--- config.mk ---
export PLATFORM = sky130hd
export DESIGN_NAME = prm_edge_mask_engine
export DESIGN_NICKNAME = d
export VERILOG_FILES = /design/src/rtl/prm_edge_mask_engine.sv
export SDC_FILE = /design/constraint.sdc
export NUM_CORES = 2
export LEC_CHECK = 0
export BUFFER_PORTS_ARGS = -buffer_cell sky130_fd_sc_hd__buf_2
export CORE_MARGIN = 1.5
export CORE_UTILIZATION = 29
export DETAILED_ROUTE_END_ITERATION = 6
export SETUP_SLACK_MARGIN = 0.3
export SYNTH_ARGS = -nofsm -noshare
export SYNTH_HDL_FRONTEND = slang
export SYNTH_SLANG_ARGS = --single-unit
--- constraint.sdc ---
create_clock -name clk -period 48.7 [get_ports clk]
set_clock_uncertainty 0.1 [all_clocks]
set_input_delay 9.74 -clock clk [delete_from_list [all_inputs] [get_ports clk]]
set_output_delay 9.74 -clock clk [all_outputs]
set_load 0.01 [all_outputs]
--- src/rtl/prm_edge_mask_engine.sv ---
// PRM edge-blocking engine: per-edge swept-volume masks checked against an obstacle vector, LANES edges per cycle.
// Optional blocked-edge counter output is enabled by defining PRM_BLOCKED_COUNT_EN.
module prm_edge_mask_engine #(
  parameter int OBS_W   = 15,
  parameter int N_EDGES = 64,
  parameter int LANES   = 8,
  parameter int ADDR_W  = 6
) (
  input  logic               clk,
  input  logic               rst,
  input  logic               cfg_we,
  input  logic [ADDR_W-1:0]  cfg_addr,
  input  logic [OBS_W-1:0]   cfg_data,
  output logic               cfg_err,
  input  logic               obs_valid,
  output logic               obs_ready,
  input  logic [OBS_W-1:0]   obs_data,
  output logic               res_valid,
  input  logic               res_ready,
  output logic [N_EDGES-1:0] edge_mask,
  output logic               busy
`ifdef PRM_BLOCKED_COUNT_EN
  ,
  output logic [$clog2(N_EDGES+1)-1:0] blk_count
`endif
);

  localparam int PASSES = N_EDGES / LANES;
  localparam int PASS_W = (PASSES > 1) ? $clog2(PASSES) : 1;
  localparam int EIDX_W = (N_EDGES > 1) ? $clog2(N_EDGES) : 1;
  localparam int CNT_W  = $clog2(N_EDGES + 1);
  localparam logic [ADDR_W:0] EDGE_LIM = N_EDGES[ADDR_W:0];

  typedef enum logic [1:0] {IDLE, SCAN, DONE} state_t;

  state_t             state_q;
  logic [PASS_W-1:0]  pass_q;
  logic [OBS_W-1:0]   obs_q;
  logic [N_EDGES-1:0] edge_mask_q;
  logic               res_valid_q;
  logic               cfg_err_q;
  logic [OBS_W-1:0]   mask_q [N_EDGES];

  logic [ADDR_W:0]    addr_ext;
  logic               cfg_ok;
  logic [EIDX_W-1:0]  pass_base;
  logic [LANES-1:0]   lane_blk;

  // Zero-extended so the range check stays meaningful when ADDR_W exactly covers N_EDGES.
  assign addr_ext  = {1'b0, cfg_addr};
  assign cfg_ok    = (state_q == IDLE) && (addr_ext < EDGE_LIM);
  assign pass_base = EIDX_W'(int'(pass_q) * LANES);

  for (genvar l = 0; l < LANES; l++) begin : g_lane
    logic [EIDX_W-1:0] idx;
    assign idx         = EIDX_W'(int'(pass_q) * LANES + l);
    assign lane_blk[l] = |(obs_q & mask_q[idx]);
  end

`ifdef PRM_BLOCKED_COUNT_EN
  logic [CNT_W-1:0] blk_count_q;

  function automatic logic [CNT_W-1:0] popcount(input logic [LANES-1:0] v);
    logic [CNT_W-1:0] n;
    n = '0;
    for (int i = 0; i < LANES; i++) n = n + CNT_W'(v[i]);
    return n;
  endfunction

  always_ff @(posedge clk or posedge rst) begin
    if (rst) begin
      blk_count_q <= '0;
    end else if (state_q == IDLE && obs_valid) begin
      blk_count_q <= '0;
    end else if (state_q == SCAN) begin
      blk_count_q <= blk_count_q + popcount(lane_blk);
    end
  end

  assign blk_count = blk_count_q;
`endif

  // Mask table: writes only land while idle, so a scan always sees a frozen table.
  always_ff @(posedge clk or posedge rst) begin
    if (rst) begin
      for (int e = 0; e < N_EDGES; e++) mask_q[e] <= '0;
    end else if (cfg_we && cfg_ok) begin
      mask_q[cfg_addr[EIDX_W-1:0]] <= cfg_data;
    end
  end

  always_ff @(posedge clk or posedge rst) begin
    if (rst) begin
      state_q     <= IDLE;
      pass_q      <= '0;
      obs_q       <= '0;
      edge_mask_q <= '0;
      res_valid_q <= 1'b0;
      cfg_err_q   <= 1'b0;
    end else begin
      cfg_err_q <= cfg_we && !cfg_ok;
      case (state_q)
        IDLE: begin
          if (obs_valid) begin
            obs_q       <= obs_data;
            pass_q      <= '0;
            edge_mask_q <= '0;
            state_q     <= SCAN;
          end
        end
        SCAN: begin
          edge_mask_q[pass_base +: LANES] <= lane_blk;
          pass_q <= pass_q + 1'b1;
          if (pass_q == PASS_W'(PASSES - 1)) begin
            state_q     <= DONE;
            res_valid_q <= 1'b1;
          end
        end
        DONE: begin
          if (res_ready) begin
            state_q     <= IDLE;
            res_valid_q <= 1'b0;
          end
        end
        default: state_q <= IDLE;
      endcase
    end
  end

  assign obs_ready = (state_q == IDLE);
  assign busy      = (state_q != IDLE);
  assign res_valid = res_valid_q;
  assign edge_mask = edge_mask_q;
  assign cfg_err   = cfg_err_q;

endmodule

# [Word level (Yosys, flattened, before mapping)]
# Cells that the tools add are included.
# Widths: inputs -> output; s select.
[op_classes] muxes=39 shift=2 n_reduce_logical=21 order_cmp=11 bitwise=17 eq_ne=6 add_sub_neg=9
[ops] cell="$bwmux 960" n=1
[ops] cell="$bmux 15 s6" n=8
[ops] cell="$mux 15" n=17
[ops] cell="$pmux 64 s2" n=1
[ops] cell="$and 15x15->15" n=8
[ops] cell="$reduce_or 15->1" n=8
[ops] cell="$demux 15 s6" n=1
[ops] cell="$bwmux 64" n=1
[ops] cell="$mux 64" n=1
[ops] cell="$shift 8x8->64 const A" n=1
[ops] cell="$shiftx 8x8->64" n=1
[ops] cell="$ge 7x7->1 const B" n=9
[ops] cell="$not 6->7" n=9
[ops] cell="$add 6x3->6 const B" n=4
[ops] cell="$add 6x2->6 const B" n=2
[ops] cell="$neg 6->8" n=1
[ops] cell="$lt 6x7->1 const B" n=1
[ops] cell="$lt 7x1->1 const B" n=1
[ops] cell="$add 6x1->6 const B" n=1
[ops] cell="$mux 2" n=3
[ops] cell="$ne 2x2->1 const B" n=3
[ops] cell="$pmux 2 s3" n=1
[ops] cell="$pmux 3 s2" n=1
[ops] cell="$reduce_and 3->1" n=2
[ops] cell="other kinds (12)" n=19
[word_totals] regBits=1046

# [Depth between registers and ports, before layout]
[depth] ltp_word=10 mapped_depth=14

# [Least setup slack after synthesis]
# OpenSTA, ideal clock, no wires.
[synth_timing] path_type="input to register" start="in cfg_addr[3]" end="reg mask_q[840] (netlist name)" stages=6 path_slack_ns=36.993 arrival_time_ns=11.482 setup_ns=0.125 required_time_ns=48.475 cell_sequence="clkbuf_1 > nor3_1 > nor2b_1 > clkbuf_1 > buf_2 > mux2_2"
[synth_between] elab_chain_len=6 elab_cells_between_ends=10 cone_classes="order compare: 3; mux: 3; bitwise: 1; reduce/logical: 3"
[synth_lines] element="start: declaration" line="12" text="input logic [ADDR_W-1:0] cfg_addr,"
[synth_lines] element="$not 6->7 (not written as such)" line="88" text="mask_q[cfg_addr[EIDX_W-1:0]] <= cfg_data;"
[synth_lines] element="$ge 7x7->1 (not written as such) or $lt 7x1->1 (tied branches)" line="88"
[synth_lines] element="$logic_and 1x1->1 (not written as such)" line="88"
[synth_lines] element="$mux 15 (not written as such)" line="88"
[synth_lines] element="$demux 15 s6" line="88"
[synth_lines] element="$bwmux 960" line="88"
[synth_lines] element="end signal: indexed assignment" line="88"
[synth_lines] element="end: declaration" line="42" text="logic [OBS_W-1:0] mask_q [N_EDGES];"
# Parallel ways exist; a longest one is shown, timed or not.
# A chain may end at the register's enable or synchronous reset.

==> impl.org <==
** Drt
- Wires add up to 131.7 mm.
- In this run, the number of DRC markers left after iteration 0 of detailed routing was 2288.
- The first detailed-routing pass took 5 iterations.
- Via count :: 28033
- Via/cell ratio :: a little over 5
- DRC viols :: 0
- Dividing the detail-routed wire length by the instance count gives 23.94 um.
- The count of nets left with antenna violations once routing finished came out at 0.

** Cells and area
- The sequential cells in the finished layout cover a total of about 0.026 mm2.
- Most frequent standard cell in the layout excluding fill and tap cells :: dfrtp_1
- Cells with a size suffix above 1 make up 46.72% of the layout.
- The filler cells instantiated in the layout total roughly 16000.
- Once layout is complete, the utilization of the core stands at 33.27%.
- The finished layout holds roughly 5500 standard cells, fillers aside.
- In the layout the commonest cells are dfrtp_1, mux2_2, nand2_1, mux4_2, mux2i_1.
- Layout Nets :: 3289
- The area growth from synthesis to layout is 13.44%.
- In the final layout, the multi-input gates occupy approximately 0.020 mm2.

** Placed design
- After legalization and detailed placement, the total HPWL measured around 76 mm.
- Routability congestion estimate :: 0.7770
- Counting tap cells, the placed design contains a total of 5289 instances.
- During placement, the flow inserted port buffers numbering ~110.
- At the placement stage, the worst setup path has a slack of roughly 35000 ps.

** Floorplan
- The floorplan has 147 rows.
- From left edge to right edge, the die measures approximately 410 um.
- The total area inside the core boundary comes to 0.1611 mm2.
- The initial utilization of the core area, before any placement, comes to 29.33%.
- The die is roughly 400 um tall.
- Full die area :: 0.1654 mm2
- For this design the top-level I/O count stands at 109.

** Power and ir drop
- Leakage power of the design :: 25.65 nW
- Cell area power density :: ~50 mW/mm2
- Across the VDD grid, the largest voltage drop is around 0.03 mV.
- The completed layout was analyzed and its total power is 2.608 mW.

** STA
- Of the available clock period, the critical path in the final layout requires between 20% and 30%.
- Setup violations remaining at the end of the flow were counted as 0.
- For the final routed database, the setup TNS stands at 0 ps.
- Setup repair after global routing missed its margin :: no
- The number of hold-slack violations in the final timing report came to 0.
- The routed design could run at a clock period as short as 12570 ps.
- Based on the critical path, the design can be clocked at up to 79.53 MHz.
- For the pin with the worst max-slew slack, the measured transition is 1261 ps.
- Worst slew margin relative to its limit :: 15.63%
- Setup slack on the critical path of the routed design comes to 36130 ps.
- Max Slew Vio Count :: 0

** GRT
- Largest net degree at the start of global routing :: 144
- For this run the aggregate overflow at the end of global routing stands at 0.
- Global routing used between 10% and 20% of the available tracks across all layers.
- The via count of the first global-routing pass came to around 30000.
- Initial antenna violation count :: 16
- The first global-routing pass estimated 198.6 mm of wire.

** Synthesis
- Post-Syn Instances :: 3217
- Counting every net in the synthesized netlist gives 3264.
- In this run, distinct cell masters in the synthesized netlist total 64.
- Of the synthesized area, sequential elements account for 55.40%.
- The average instance in the mapped netlist occupies roughly 15 um2.
- Most used flip-flop cell after synthesis :: dfrtp_1
- Synthesized area :: 0.04725 mm2
- Flops & latches, synth :: about 1000
- Number of enable-type register cells in the synthesized netlist :: 0
- Counting flops with an async set or reset pin after synthesis yields a share of 100.0%.
- Yosys printed 0 warnings.

** Clock tree
- Clock slew seen by the registers of the worst setup and hold paths :: 60 ps
- Hold buffer count at CTS :: 0
- Clock tree synthesis found a total of 1046 sinks.
- Clock tree from TritonCTS :: yes
- Clock network latency to the later pin of the worst-skew pair :: between 600 and 700 ps
- The clock passes through at most 3 buffers.
- # Post-CTS Setup Buffers :: 0
- The number of clock buffers added by TritonCTS is 111.
- The number of gates resized after CTS was 0.
- CTS placed an instance of clkbuf_16 at the clock tree root.
- CTS built an H-tree with a depth of 3.

** Critical path
- Data arrival time at the worst-slack endpoint :: 13120 ps
- Worst Setup Path Type :: in -> async
- STA classifies the critical path startpoint as a primary input.
- Largest fanout on the critical path :: 143
- The worst setup path is captured at an asynchronous set/reset pin.
- For the worst setup path, the data required time is 49240 ps.

** Job
- Across the run, the number of max-cap violations was 0.

** Hold path
- The tightest min-delay check is of the reg -> reg type.

** Status
- The flow ran to the end, and the final reports show no timing, DRC or antenna violations.
==> kinds of logic after synthesis <==
group / count (synthesis) / share of synthesized area (%)
muxes: 1274 / 34.13
DFF: 1046 / 55.40
buffers and inverters: 287 / 2.974
AOI/OAI and AO/OA: 256 / 3.720
adders and majority gates: 6 / 0.1589
and+or+nand+nor: 348 / 3.617
==> synth_stat cells, types with 4 or more instances <==
cell,n,area (um2)
buf_2,50,250.2
nand2b_1,18,112.6
a22o_1,14,122.6
a32o_1,6,60.06
o21ai_0,25,125.1
o22ai_1,47,294.0
mux2i_1,126,1261
a21oi_1,33,165.2
o221ai_1,7,61.31
o21ai_1,39,195.2
nand2_2,16,100.1
mux4_2,171,3851
a31oi_1,6,37.54
buf_4,18,135.1
a22oi_1,27,202.7
clkbuf_1,165,619.3
nor3_1,6,30.03
o22a_1,4,35.03
and3_1,6,37.54
nor4_1,4,25.02
a211oi_1,6,45.04
dfrtp_1,1046,26180
mux2_2,976,10990
nand2_1,177,664.4
inv_1,10,37.54
nor2_1,30,112.6
nand4_1,12,75.07
nand3_1,39,195.2
buf_1,20,75.07
nor2b_1,18,112.6
o211ai_1,4,30.03
a32oi_1,11,96.34
ha_1,6,75.07
a221oi_1,5,43.79
nor4_4,5,106.4
buf_6,22,247.7
==> worst max-delay path: stages <==
cell,delay (ps)
buf_2,130
inv_8,690
buf_4,740
buf_4,730
buf_4,890
==> cell type report <==
| cell class | instances | share of cell area, % |
|---|---|---|
| multi-input combinational | 1884 | 36.73 |
| timing repair buffer | 189 | 2.166 |
| clock buffer | 174 | 6.377 |
| tap | 2160 | 5.042 |
| sequential | 1046 | 48.85 |
| clock inverter | 32 | 0.7120 |
| antenna | 7 | 0.03268 |
| inverter | 10 | 0.08404 |
==> metrics by stage <==
step / cell area, um2 / hold slack, ps
finish: 53600 / 380.6
global placement: 49780 / 359.5
detailed placement: 49780 / 367.0
floorplan: 47250 / 370.3
global route: 53580 / 405.8
CTS: 53580 / 381.7
==> per-layer routing <==
metal | up-vias | routed length (um) | GRT usage (%)
met2 | 596 | 61730 | 25.98
met1 | 15262 | 59940 | 22.09
met5 | - | 144 | 0
met4 | 22 | 3242 | 4.517
li1 | 11948 | - | -
met3 | 205 | 6643 | 2.796
==> power by group <==
group	total (mW)	switching [mW]	internal (mW)
logic	0.697	0.447	0.251
clock network	0.872	0.351	0.521
registers	1.04	0.0704	0.968
==> sequential cells by signal, summed over array words and instances, names as in the netlist <==
name and count:
mask_q 960, edge_mask 64, obs_q 15, pass_q 3, state_q 2, cfg_err 1, res_valid 1
==> path summary, 6_finish.rpt <==
kind	start	to	slack, ps	cells past startpoint
max	rst	mask_q[647]$_DFFE_PP0P_	36130	5
max reg2reg	pass_q[0]$_DFFE_PP0P_	edge_mask[53]$_DFFE_PP0P_	43340	8
min	edge_mask[18]$_DFFE_PP0P_	edge_mask[18]$_DFFE_PP0P_	380	2
min reg2reg	edge_mask[18]$_DFFE_PP0P_	edge_mask[18]$_DFFE_PP0P_	380	2
min in group asynchronous	rst	edge_mask[41]$_DFFE_PP0P_	9200	2
max in group clk	cfg_addr[5]	mask_q[315]$_DFFE_PP0P_	36690	5
Power figures use the tool's default switching activity.
